### src/rtl/cmd_queue_pkg.sv
// Shared parameters and state encoding for the host command queue.
package cmd_queue_pkg;

    localparam int unsigned CMD_W_DEF = 64;
    localparam int unsigned DEPTH_DEF = 16;

    typedef enum logic [1:0] {
        CQ_RESET,
        CQ_RUN,
        CQ_HALTED,
        CQ_FLUSH
    } cq_state_t;

endpackage

### src/rtl/cmd_queue_ram.sv
// Command storage: DEPTH x CMD_W register array.
// Writes are synchronous; reads are asynchronous so the head word is visible without delay.
module cmd_queue_ram
    import cmd_queue_pkg::*;
#(
    parameter int unsigned DEPTH = DEPTH_DEF,
    parameter int unsigned CMD_W = CMD_W_DEF
) (
    input  logic                     clk,
    input  logic                     we,
    input  logic [$clog2(DEPTH)-1:0] waddr,
    input  logic [CMD_W-1:0]         wdata,
    input  logic [$clog2(DEPTH)-1:0] raddr,
    output logic [CMD_W-1:0]         rdata
);

    logic [CMD_W-1:0] mem [DEPTH];

    always_ff @(posedge clk) begin
        if (we) begin
            mem[waddr] <= wdata;
        end
    end

    assign rdata = mem[raddr];

endmodule

### src/rtl/cmd_queue.sv
// Host command FIFO feeding the core command processor; holds issue while the core is halted.
// Optional statistics outputs (issued_cnt, high_water) are enabled by defining CMD_QUEUE_STATS_EN.
module cmd_queue
    import cmd_queue_pkg::*;
#(
    parameter int unsigned DEPTH = DEPTH_DEF,
    parameter int unsigned CMD_W = CMD_W_DEF
) (
    input  logic                   clk,
    input  logic                   rst,
    input  logic                   host_valid,
    input  logic [CMD_W-1:0]       host_data,
    output logic                   host_ready,
    input  logic                   flush,
    output logic                   cmd_valid,
    output logic [CMD_W-1:0]       cmd_data,
    input  logic                   cmd_ready,
    input  logic                   halted,
    output logic [$clog2(DEPTH):0] count
`ifdef CMD_QUEUE_STATS_EN
    ,
    output logic [31:0]            issued_cnt,
    output logic [$clog2(DEPTH):0] high_water
`endif
);

    localparam int unsigned AW = $clog2(DEPTH);
    localparam int unsigned CW = AW + 1;

    cq_state_t        state;
    logic [AW-1:0]    wr_ptr;
    logic [AW-1:0]    rd_ptr;
    logic [CW-1:0]    count_nxt;
    logic [CMD_W-1:0] head;
    logic             push;
    logic             pop;
    logic             full;
    logic             empty;

    cmd_queue_ram #(
        .DEPTH (DEPTH),
        .CMD_W (CMD_W)
    ) u_ram (
        .clk   (clk),
        .we    (push),
        .waddr (wr_ptr),
        .wdata (host_data),
        .raddr (rd_ptr),
        .rdata (head)
    );

    assign full  = (count == CW'(DEPTH));
    assign empty = (count == '0);

    // No full-bypass: a pop in the same cycle does not open a slot for the push.
    assign host_ready = ((state == CQ_RUN) || (state == CQ_HALTED)) && !full && !flush;
    assign cmd_valid  = (state == CQ_RUN) && !halted && !empty;
    assign cmd_data   = empty ? '0 : head;

    assign push = host_valid && host_ready;
    assign pop  = cmd_valid && cmd_ready;

    always_comb begin
        count_nxt = count;
        case ({push, pop})
            2'b10:   count_nxt = count + CW'(1);
            2'b01:   count_nxt = count - CW'(1);
            default: count_nxt = count;
        endcase
    end

    // Flush wins over any handshake in the same cycle; a pop offered alongside it is dropped.
    always_ff @(posedge clk) begin
        if (rst) begin
            state  <= CQ_RESET;
            wr_ptr <= '0;
            rd_ptr <= '0;
            count  <= '0;
        end else if (flush) begin
            state  <= CQ_FLUSH;
            wr_ptr <= '0;
            rd_ptr <= '0;
            count  <= '0;
        end else begin
            case (state)
                CQ_RESET:                     state <= CQ_RUN;
                CQ_RUN, CQ_HALTED, CQ_FLUSH:  state <= halted ? CQ_HALTED : CQ_RUN;
            endcase
            if (push) begin
                wr_ptr <= wr_ptr + AW'(1);
            end
            if (pop) begin
                rd_ptr <= rd_ptr + AW'(1);
            end
            count <= count_nxt;
        end
    end

`ifdef CMD_QUEUE_STATS_EN
    always_ff @(posedge clk) begin
        if (rst || flush) begin
            issued_cnt <= '0;
            high_water <= '0;
        end else begin
            if (pop) begin
                issued_cnt <= issued_cnt + 32'd1;
            end
            if (count_nxt > high_water) begin
                high_water <= count_nxt;
            end
        end
    end
`endif

endmodule
### config.mk
export PLATFORM = sky130hd
export DESIGN_NAME = cmd_queue
export DESIGN_NICKNAME = d
export VERILOG_FILES = /design/src/rtl/cmd_queue_pkg.sv /design/src/rtl/cmd_queue_ram.sv /design/src/rtl/cmd_queue.sv
export SDC_FILE = /design/constraint.sdc
export NUM_CORES = 1
export LEC_CHECK = 0
export CORE_AREA = 2 2 272 274
export DETAILED_ROUTE_END_ITERATION = 8
export DIE_AREA = 0 0 274 276
export MAX_ROUTING_LAYER = met4
export PLACE_DENSITY = 0.72
export SETUP_SLACK_MARGIN = 0.15
export SLEW_MARGIN = 20
export SYNTH_ARGS = -nofsm -noshare
export SYNTH_HDL_FRONTEND = slang
export SYNTH_HIERARCHICAL = 1
export SYNTH_SLANG_ARGS = --single-unit
### constraint.sdc
create_clock -name clk -period 8.15 [get_ports clk]
set_input_delay 1.2225 -clock clk [delete_from_list [all_inputs] [get_ports clk]]
set_output_delay 1.2225 -clock clk [all_outputs]
set_load 0.02 [all_outputs]
==> summary.txt, run 1 <==
Routability Congestion = 0.7451
die extent in y = 276 um
Area growth syn-to-layout = 14.28%
post-route cell area = 45260 um^2
die area = 75620 um^2
CP bufs+invs = 3
Tmin final = 5.390 ns
Final Power = 10.48 mW
Synth Register Bits = 1039
predominant post-synthesis flop cell = edfxtp_1
compound-cell area share of the yosys netlist = 2.771%
Worst Hold Launch = wr_ptr[3]$_SDFFE_PP0P_
proportion of layout cells with a drive suffix above 1 = 22.58%
hold-fix buffers at CTS = 0
setup violators final = 0
worst skew pair latency = 0.65 ns
CP max stage delay = 0.63 ns
H-tree Lvls = 3
CTS tree = built
Synth Warn # = 6
CP most frequent cell = buf_4
Residual DRC = 0
worst hold margin = 0.5952 ns
RSZ-0062 raised after global routing = false
Post-synth EDFFs = 1024
Reg clk slew, reported paths = 0.06 ns
Worst Setup End Kind = primary output
FFs w/ async S/R, synth = 0%
Detailed Route WL = 84400 um
PostCTS Resize Cnt = 0
CP arrival = 4.17 ns
max frequency = 185.5 MHz
row count = 99
GRT Resource Usage Total = 23.44%
sequential area share after synthesis = 78.41%
vias in the first global route = 19751
worst-path maximum fanout = 33
Post-CTS Setup Inserts = 0
Synth Instances = 1749
Initial DRT Pass Iterations = 4
hpwl dp = 41500 um
power density over cell area = 231.6 nW/um^2
CTS Root Cell = clkbuf_16
fill cell count = 4840
Synth Net Count = 1828
setup tns final = 0 ns
Final Cycle Share = 66.13%
Synth area leader = edfxtp_1
CP top delay family = buffers and inverters
Distinct cells, synth = 42
worst relative slew slack = 21.80%
GRT overflow = 0
Avg Vias per Cell = 6.278
mux share of post-synthesis cell area = 14.58%
final slew viol count = 0
DP Area = 42120 um^2
total leakage power = 13.67 nW
XOR/XNOR share of the synthesized area = 0.1106%
DIE WIDTH = 274 um
CP Launch Point = rd_ptr[0]$_SDFFE_PP0P_
Simple-Gate Fraction of Synth Area = 2.414%
IO buf count = 140
Slowest-stage cell, CP = buf_4
total core area = 72590 um^2
Cell Chain, Critical Path = buf_4 > buf_4 > mux4_2 > a22oi_1 > nand2_1 > nor2b_1 > clkdlybuf4s50_1
nets@finish = 2010
max-cap viol count = 0
Final Hold Viols = 0
Setup Skew = 0.02185 ns
post-synthesis adder-cell area fraction = 0.3033%
initial antenna violation count = 4
largest family of logic cells by synthesized area = multiplexers
Data required, critical path = 6.93 ns
Least-Margin Pin Slew = 1.173 ns
Area contributors post-synth = edfxtp_1, mux4_2, a22oi_1
Ports = 141
synthesized area = 39600 um^2
Post-synth top cells = edfxtp_1, mux4_2, a22oi_1
CTS Sinks = 1039
startpoint types = register
Setup CP Type = reg -> out
DR iter-0 viols = 2098
drt wl/cell = 28.39 um
routed vias = 18664
Detail Route Antenna Nets = 0
HP Class = reg -> reg
largest net degree at the start of global routing = 140
worst r2r src = state[0]$_SDFF_PP0_
Synth top area share = 77.65%
clk buf depth = 3
Syn Area/Cell = 22.64 um^2
Starting Density = 54.56%
maximum vdd ir drop = 0.1714 mV
number of CTS-inserted buffers = 100
first-pass GRT wire length = 126100 um
outcome = finished clean
cell with the most instances after synthesis = edfxtp_1
worst reg2reg max path: cells and delay by family, from the launching register on:
kind,cells,cell delay (ns)
AND/OR/NAND/NOR,4,1.39
buffers and inverters,3,1.06
flip-flops,1,0.33
adder cells (fa/ha/maj),1,0.29
AO/OA/AOI/OAI,1,0.15
kinds of logic after synthesis:
logic type      Yosys count
fa+ha+maj                 9
simple gates            190
mux                     257
flops                  1039
compound gates          148
buf+inv                 101
xor+xnor                  5
through the flow:
step / utilization, % / cells / setup WS [ns]
CTS: 62.32 / 2970 / 2.620
global placement: 57.98 / 2787 / 3.420
global route: 62.35 / 2973 / 2.414
finish: 62.35 / 2973 / 2.760
floorplan: - / 1749 / 0.7086
detailed placement: 58.02 / 2788 / 3.364
registers in the layout, indices dropped and copies added (netlist names):
name and cells:
u_ram/mem 1024, rd_ptr 4, count 5, wr_ptr 4, state 2
final timing paths:
check / end / slack (ns) / depth (start not counted)
worst max-delay path: cmd_data[13] / 2.76 / 7
worst min-delay path: wr_ptr[3]$_SDFFE_PP0P_ / 0.60 / 2
worst max register to register: u_ram/mem[10][30]$_DFFE_PP_ / 4.49 / 9
worst min register to register: wr_ptr[3]$_SDFFE_PP0P_ / 0.60 / 2
metal layers:
metal | vias up | wire length, um | GRT usage (%) | part of all wire, %
met2 | 831 | 42810 | 37.46 | 51
met1 | 9968 | 33920 | 32.08 | 40
met4 | 0 | 1318 | 5.881 | 1.6
met3 | 103 | 6349 | 3.743 | 7.5
met5 | - | 0 | - | 0
li1 | 7762 | - | - | -
report_power, final:
part,leakage (nW),total [mW],switching [mW],internal (mW)
Sequential,9.33,5.89,0.00486,5.88
Combinational,2.81,0.195,0.124,0.0711
Clock,1.52,4.40,1.90,2.50
cells in the final DEF, fill, tap and decap left out, types with 2 or more instances in the layout:
cell type / n
nor3_2: 4
nor2b_4: 2
o21ai_0: 3
nand3b_1: 3
or3_1: 2
a21oi_1: 8
clkinvlp_4: 3
buf_4: 26
nand2b_1: 3
inv_6: 2
dfxtp_4: 2
clkdlybuf4s50_1: 140
nand3_1: 8
diode_2: 3
xnor2_1: 3
edfxtp_1: 1024
o21ai_1: 2
dfxtp_1: 13
clkinv_2: 20
nor2b_1: 64
inv_1: 7
mux4_2: 256
ha_1: 8
nor2_4: 14
clkbuf_16: 103
clkinv_1: 24
xor2_1: 2
a22oi_1: 128
nand2_1: 70
a211oi_1: 2
buf_12: 2
clkbuf_1: 22
bufinv_16: 6
buf_6: 4
nor2_1: 11
final cells by class:
| type | count | area [um^2] | share of cell area, % |
|---|---|---|---|
| Sequential cell | 1039 | 31060 | 68.63 |
| Multi-Input combinational cell | 609 | 8135 | 17.98 |
| Clock buffer | 125 | 2660 | 5.878 |
| Timing Repair Buffer | 173 | 1709 | 3.777 |
| Tap cell | 959 | 1200 | 2.651 |
| Clock inverter | 57 | 456.7 | 1.009 |
| Inverter | 8 | 30.03 | 0.06635 |
| Antenna cell | 3 | 7.507 | 0.01659 |
Note: power is estimated with default switching activity, not from simulation.
==> run 2, diff against run 1 <==
Clock period 8.15 ns to 5.6 ns, I/O delays scaled along.
==> run 2 against run 1 <==
  * Sequential cell count stayed put
  * Wire length grew 2.3%
  * Power is 45% higher
  * Cell area rose by 0.63%
  * Worst hold slack got worse by 0.0066 ns
  * Critical path depth shrank 1
  * Combinational power is 43% higher
  * Cell count increased by 0.50%
  * Critical path type unchanged
  * Largest cell class unchanged
  * Highest routed layer unchanged
==> summary.txt, run 2 (synthesis gave the netlist of run 1 again) <==
outcome = finished clean
worst relative slew slack = 28.01%
worst hold margin = 0.5886 ns
largest net degree at the start of global routing = 91
Initial DRT Pass Iterations = 5
max-cap viol count = 0
largest register by flop count = u_ram/mem
Detailed Route WL = 86340 um
most frequent cells in the layout = edfxtp_1, mux4_2, clkdlybuf4s50_1, a22oi_1, clkbuf_16
hpwl dp = 42340 um
max FFs per register = 1024
max frequency = 226.3 MHz
Residual DRC = 0
CP arrival = 3.58 ns
power density over cell area = 333.7 nW/um^2
Detail Route Antenna Nets = 0
setup violators final = 0
Least-Margin Pin Slew = 1.080 ns
post-route cell area = 45540 um^2
worst r2r src = state[0]$_SDFF_PP0_
DR iter-0 viols = 2031
H-tree Lvls = 3
Avg Vias per Cell = 6.316
final slew viol count = 0
CTS Sinks = 1039
Tmin final = 4.419 ns
maximum vdd ir drop = 0.2424 mV
setup tns final = 0 ns
die extent in y = 276 um
initial antenna violation count = 9
row count = 99
DP Area = 42460 um^2
worst skew pair latency = 0.66 ns
GRT Resource Usage Total = 23.87%
Routability Congestion = 0.7627
Reg clk slew, reported paths = 0.06 ns
most common cell after layout, fill and taps aside = edfxtp_1
Crit Reg-Reg Endpoint = u_ram/mem[7][25]$_DFFE_PP_
startpoint types = register
clk buf depth = 3
GRT overflow = 0
IO buf count = 140
Reg2Reg Setup Slack = 2.32 ns
hold depth = 2
HP Class = reg -> reg
Starting Density = 54.56%
worst-path maximum fanout = 90
CTS tree = built
vias in the first global route = 19454
Worst Setup End Kind = primary output
Final Cycle Share = 78.91%
Area growth syn-to-layout = 15.00%
Setup CP Type = reg -> out
Hold Path End = wr_ptr[3]$_SDFFE_PP0P_
proportion of layout cells with a drive suffix above 1 = 22.82%
routed vias = 18872
number of CTS-inserted buffers = 100
biggest regs = u_ram/mem (1024), count (5)
die area = 75620 um^2
first-pass GRT wire length = 127700 um
Final Hold Viols = 0
drt wl/cell = 28.89 um
total leakage power = 13.72 nW
nets@finish = 2022
RSZ-0062 raised after global routing = false
Post-CTS Setup Inserts = 0
Final Power = 15.20 mW
Setup Skew = 0.03247 ns
Worst Hold Launch = wr_ptr[3]$_SDFFE_PP0P_
total core area = 72590 um^2
R2R cell count = 9
CTS Root Cell = clkbuf_16
DIE WIDTH = 274 um
PostCTS Resize Cnt = 0
Data required, critical path = 4.76 ns
Ports = 141
hold-fix buffers at CTS = 0
## run 2: metrics by stage
step,instances,setup WS [ns],util [%]
2_1_floorplan,1749,0.2751,-
3_3_place_gp,2800,1.694,58.50
3_5_place_dp,2800,1.590,58.50
4_1_cts,2979,1.089,62.71
5_1_grt,2987,0.9503,62.74
6_report,2988,1.181,62.74
## run 2: area by class of cell
class | instances | area, um^2
antenna | 9 | 22.52
clock buffer | 121 | 2603
clock inverter | 58 | 455.4
fill | 4833 | 27040
inverter | 8 | 30.03
multi-input combinational | 609 | 8160
sequential | 1039 | 31060
tap | 959 | 1200
timing repair buffer | 185 | 2014
## run 2: worst max-delay path by stage
stage	from	cells past startpoint	slack, ns	to
5_1_grt	rd_ptr[0]$_SDFFE_PP0P_	6	0.95	cmd_data[38]
4_1_cts	rd_ptr[0]$_SDFFE_PP0P_	6	1.09	cmd_data[56]
3_5_place_dp	flush	8	1.59	u_ram/mem[7][13]$_DFFE_PP_
6_report	rd_ptr[1]$_SDFFE_PP0P_	6	1.18	cmd_data[4]
2_1_floorplan	flush	6	0.28	u_ram/mem[1][0]$_DFFE_PP_
3_3_place_gp	flush	8	1.69	u_ram/mem[7][4]$_DFFE_PP_
## run 2: worst max-delay path, stage by stage, from the launching register on
cell and delay [ns]:
dfxtp_4 0.75, buf_12 0.53, mux4_2 0.40, a22oi_1 0.38
nand2_1 0.13, nor2b_1 0.16, clkdlybuf4s50_1 0.56
## run 2: where the power goes
part / internal [mW] / switching [mW]
registers: 8.56 / 0.00767
logic: 0.105 / 0.174
clock network: 3.61 / 2.73
## run 2: metal layers
layer / share of wire [%] / up-vias / GRT usage [%] / routed length (um)
met2: 49 / 912 / 36.14 / 42190
met3: 8.8 / 108 / 4.334 / 7561
met4: 2.0 / 0 / 6.898 / 1725
met1: 40 / 10056 / 33.86 / 34860
met5: 0 / - / - / 0
li1: - / 7796 / - / -
==> run 3, diff against run 2 <==
Clock period 5.6 ns to 4.5 ns, I/O delays scaled along.
==> run 3 against run 2 <==
  * Critical path depth did not move
  * Clock-buffer cell count rose by 8
  * Worst hold slack barely moved
==> summary.txt, run 3 (synthesis gave the netlist of run 1 again) <==
IO buf count = 140
H-tree Lvls = 3
drt wl/cell = 28.71 um
fill cell count = 4772
Slowest-stage cell, CP = mux4_2
RSZ-0062 raised after global routing = false
CP bufs+invs = 2
Final Power = 19.18 mW
max-cap viol count = 0
Avg Vias per Cell = 6.304
Reg2Reg Setup Slack = 1.57 ns
Routability Congestion = 0.7592
CTS tree = built
Tmin final = 4.104 ns
DIE WIDTH = 274 um
Hold Path End = wr_ptr[3]$_SDFFE_PP0P_
vias in the first global route = 19694
hold depth = 2
Area growth syn-to-layout = 16.03%
total core area = 72590 um^2
setup tns final = 0 ns
Detail Route Antenna Nets = 0
CP max stage delay = 0.59 ns
setup violators final = 0
PostCTS Resize Cnt = 0
hold-fix buffers at CTS = 0
routed vias = 18981
Worst Setup End Kind = primary output
Residual DRC = 0
largest net degree at the start of global routing = 68
power density over cell area = 417.4 nW/um^2
Final Cycle Share = 91.19%
final slew viol count = 0
max FFs per register = 1024
proportion of layout cells with a drive suffix above 1 = 23.89%
Cell Chain, Critical Path = buf_12 > mux4_2 > a22oi_1 > nand2_1 > nor2b_1 > clkdlybuf4s50_1
Util after Layout = 63.30%
maximum vdd ir drop = 0.3161 mV
Setup CP Type = reg -> out
Data required, critical path = 3.83 ns
startpoint types = register
die area = 75620 um^2
row count = 99
CP arrival = 3.43 ns
initial antenna violation count = 6
Worst Hold Launch = wr_ptr[3]$_SDFFE_PP0P_
CTS Sinks = 1039
Initial DRT Pass Iterations = 5
clk buf depth = 3
DR iter-0 viols = 2029
worst r2r src = state[0]$_SDFF_PP0_
Setup Skew = 0.02533 ns
Starting Density = 54.56%
hpwl dp = 45130 um
HP Class = reg -> reg
R2R cell count = 9
Least-Margin Pin Slew = 0.7959 ns
biggest regs = u_ram/mem (1024), count (5)
outcome = finished clean
die extent in y = 276 um
largest register by flop count = u_ram/mem
total leakage power = 13.93 nW
CP Depth = 6
most common cell after layout, fill and taps aside = edfxtp_1
first-pass GRT wire length = 129000 um
GRT overflow = 0
CP top delay family = buffers and inverters
nets@finish = 2044
worst-path maximum fanout = 67
max frequency = 243.7 MHz
Post-CTS Setup Inserts = 0
Reg clk slew, reported paths = 0.06 ns
GRT Resource Usage Total = 24.00%
most frequent cells in the layout = edfxtp_1, mux4_2, clkdlybuf4s50_1, a22oi_1, clkbuf_16
Crit Reg-Reg Endpoint = u_ram/mem[1][27]$_DFFE_PP_
worst skew pair latency = 0.66 ns
number of CTS-inserted buffers = 100
CTS Root Cell = clkbuf_16
Final Hold Viols = 0
Detailed Route WL = 86440 um
worst relative slew slack = 46.82%
Ports = 141
==> run 3: changes by cell type in the layout (fill, tap and decap cells not counted), sizes merged <==
cell,before,now
inv,10,9
bufinv,7,9
clkbuf,121,129
diode,9,5
buf,45,67
clkinv,45,41
==> run 3: layout make-up <==
cell class | count | area (um^2) | share of cell area, %
sequential | 1039 | 31060 | 67.59
multi-input combinational | 609 | 8160 | 17.76
clock buffer | 129 | 2675 | 5.822
timing repair buffer | 207 | 2292 | 4.989
tap | 959 | 1200 | 2.611
clock inverter | 55 | 521.8 | 1.135
inverter | 8 | 30.03 | 0.06535
antenna | 5 | 12.51 | 0.02723
==> run 3: worst max-delay path by stage <==
stage | endpoint | start | slack [ns]
3_3_place_gp | u_ram/mem[1][29]$_DFFE_PP_ | flush | 0.96
3_5_place_dp | u_ram/mem[1][29]$_DFFE_PP_ | flush | 0.95
5_1_grt | cmd_data[11] | rd_ptr[0]$_SDFFE_PP0P_ | 0.20
6_report | cmd_data[11] | rd_ptr[0]$_SDFFE_PP0P_ | 0.40
2_1_floorplan | u_ram/mem[1][0]$_DFFE_PP_ | flush | -0.66
4_1_cts | cmd_data[11] | rd_ptr[0]$_SDFFE_PP0P_ | 0.30
==> run 3: routing by layer <==
| layer | routed length [um] | global-route usage [%] | part of all wire, % | vias up |
|---|---|---|---|---|
| li1 | - | - | - | 7828 |
| met1 | 34960 | 34.44 | 40 | 10177 |
| met2 | 42780 | 36.99 | 49 | 849 |
| met3 | 7197 | 3.943 | 8.3 | 127 |
| met4 | 1503 | 5.309 | 1.7 | 0 |
| met5 | 0 | - | 0 | - |
==> run 3: power breakdown <==
group          internal, mW  leakage [nW]  switching, mW
Combinational         0.130          3.04          0.218
Clock                  4.71          1.55           3.46
Sequential             10.7          9.33        0.00902
Total                  15.5          13.9           3.68
==> run 3: worst min-delay path, stage by stage, from the launching register on <==
cell and delay (ns):
dfxtp_1 0.35, xnor2_1 0.16, nor2_1 0.03
==> run 3: metrics by stage <==
stage	instances	hold WS (ns)	setup slack [ns]	area, um^2
after detailed placement	2822	0.5775	0.9486	42740
after CTS	3006	0.5875	0.3028	45940
after global routing	3011	0.6119	0.1960	45950
after floorplan	1749	0.4923	-0.6599	39660
final	3011	0.5891	0.3962	45950
after global placement	2822	0.5525	0.9565	42740
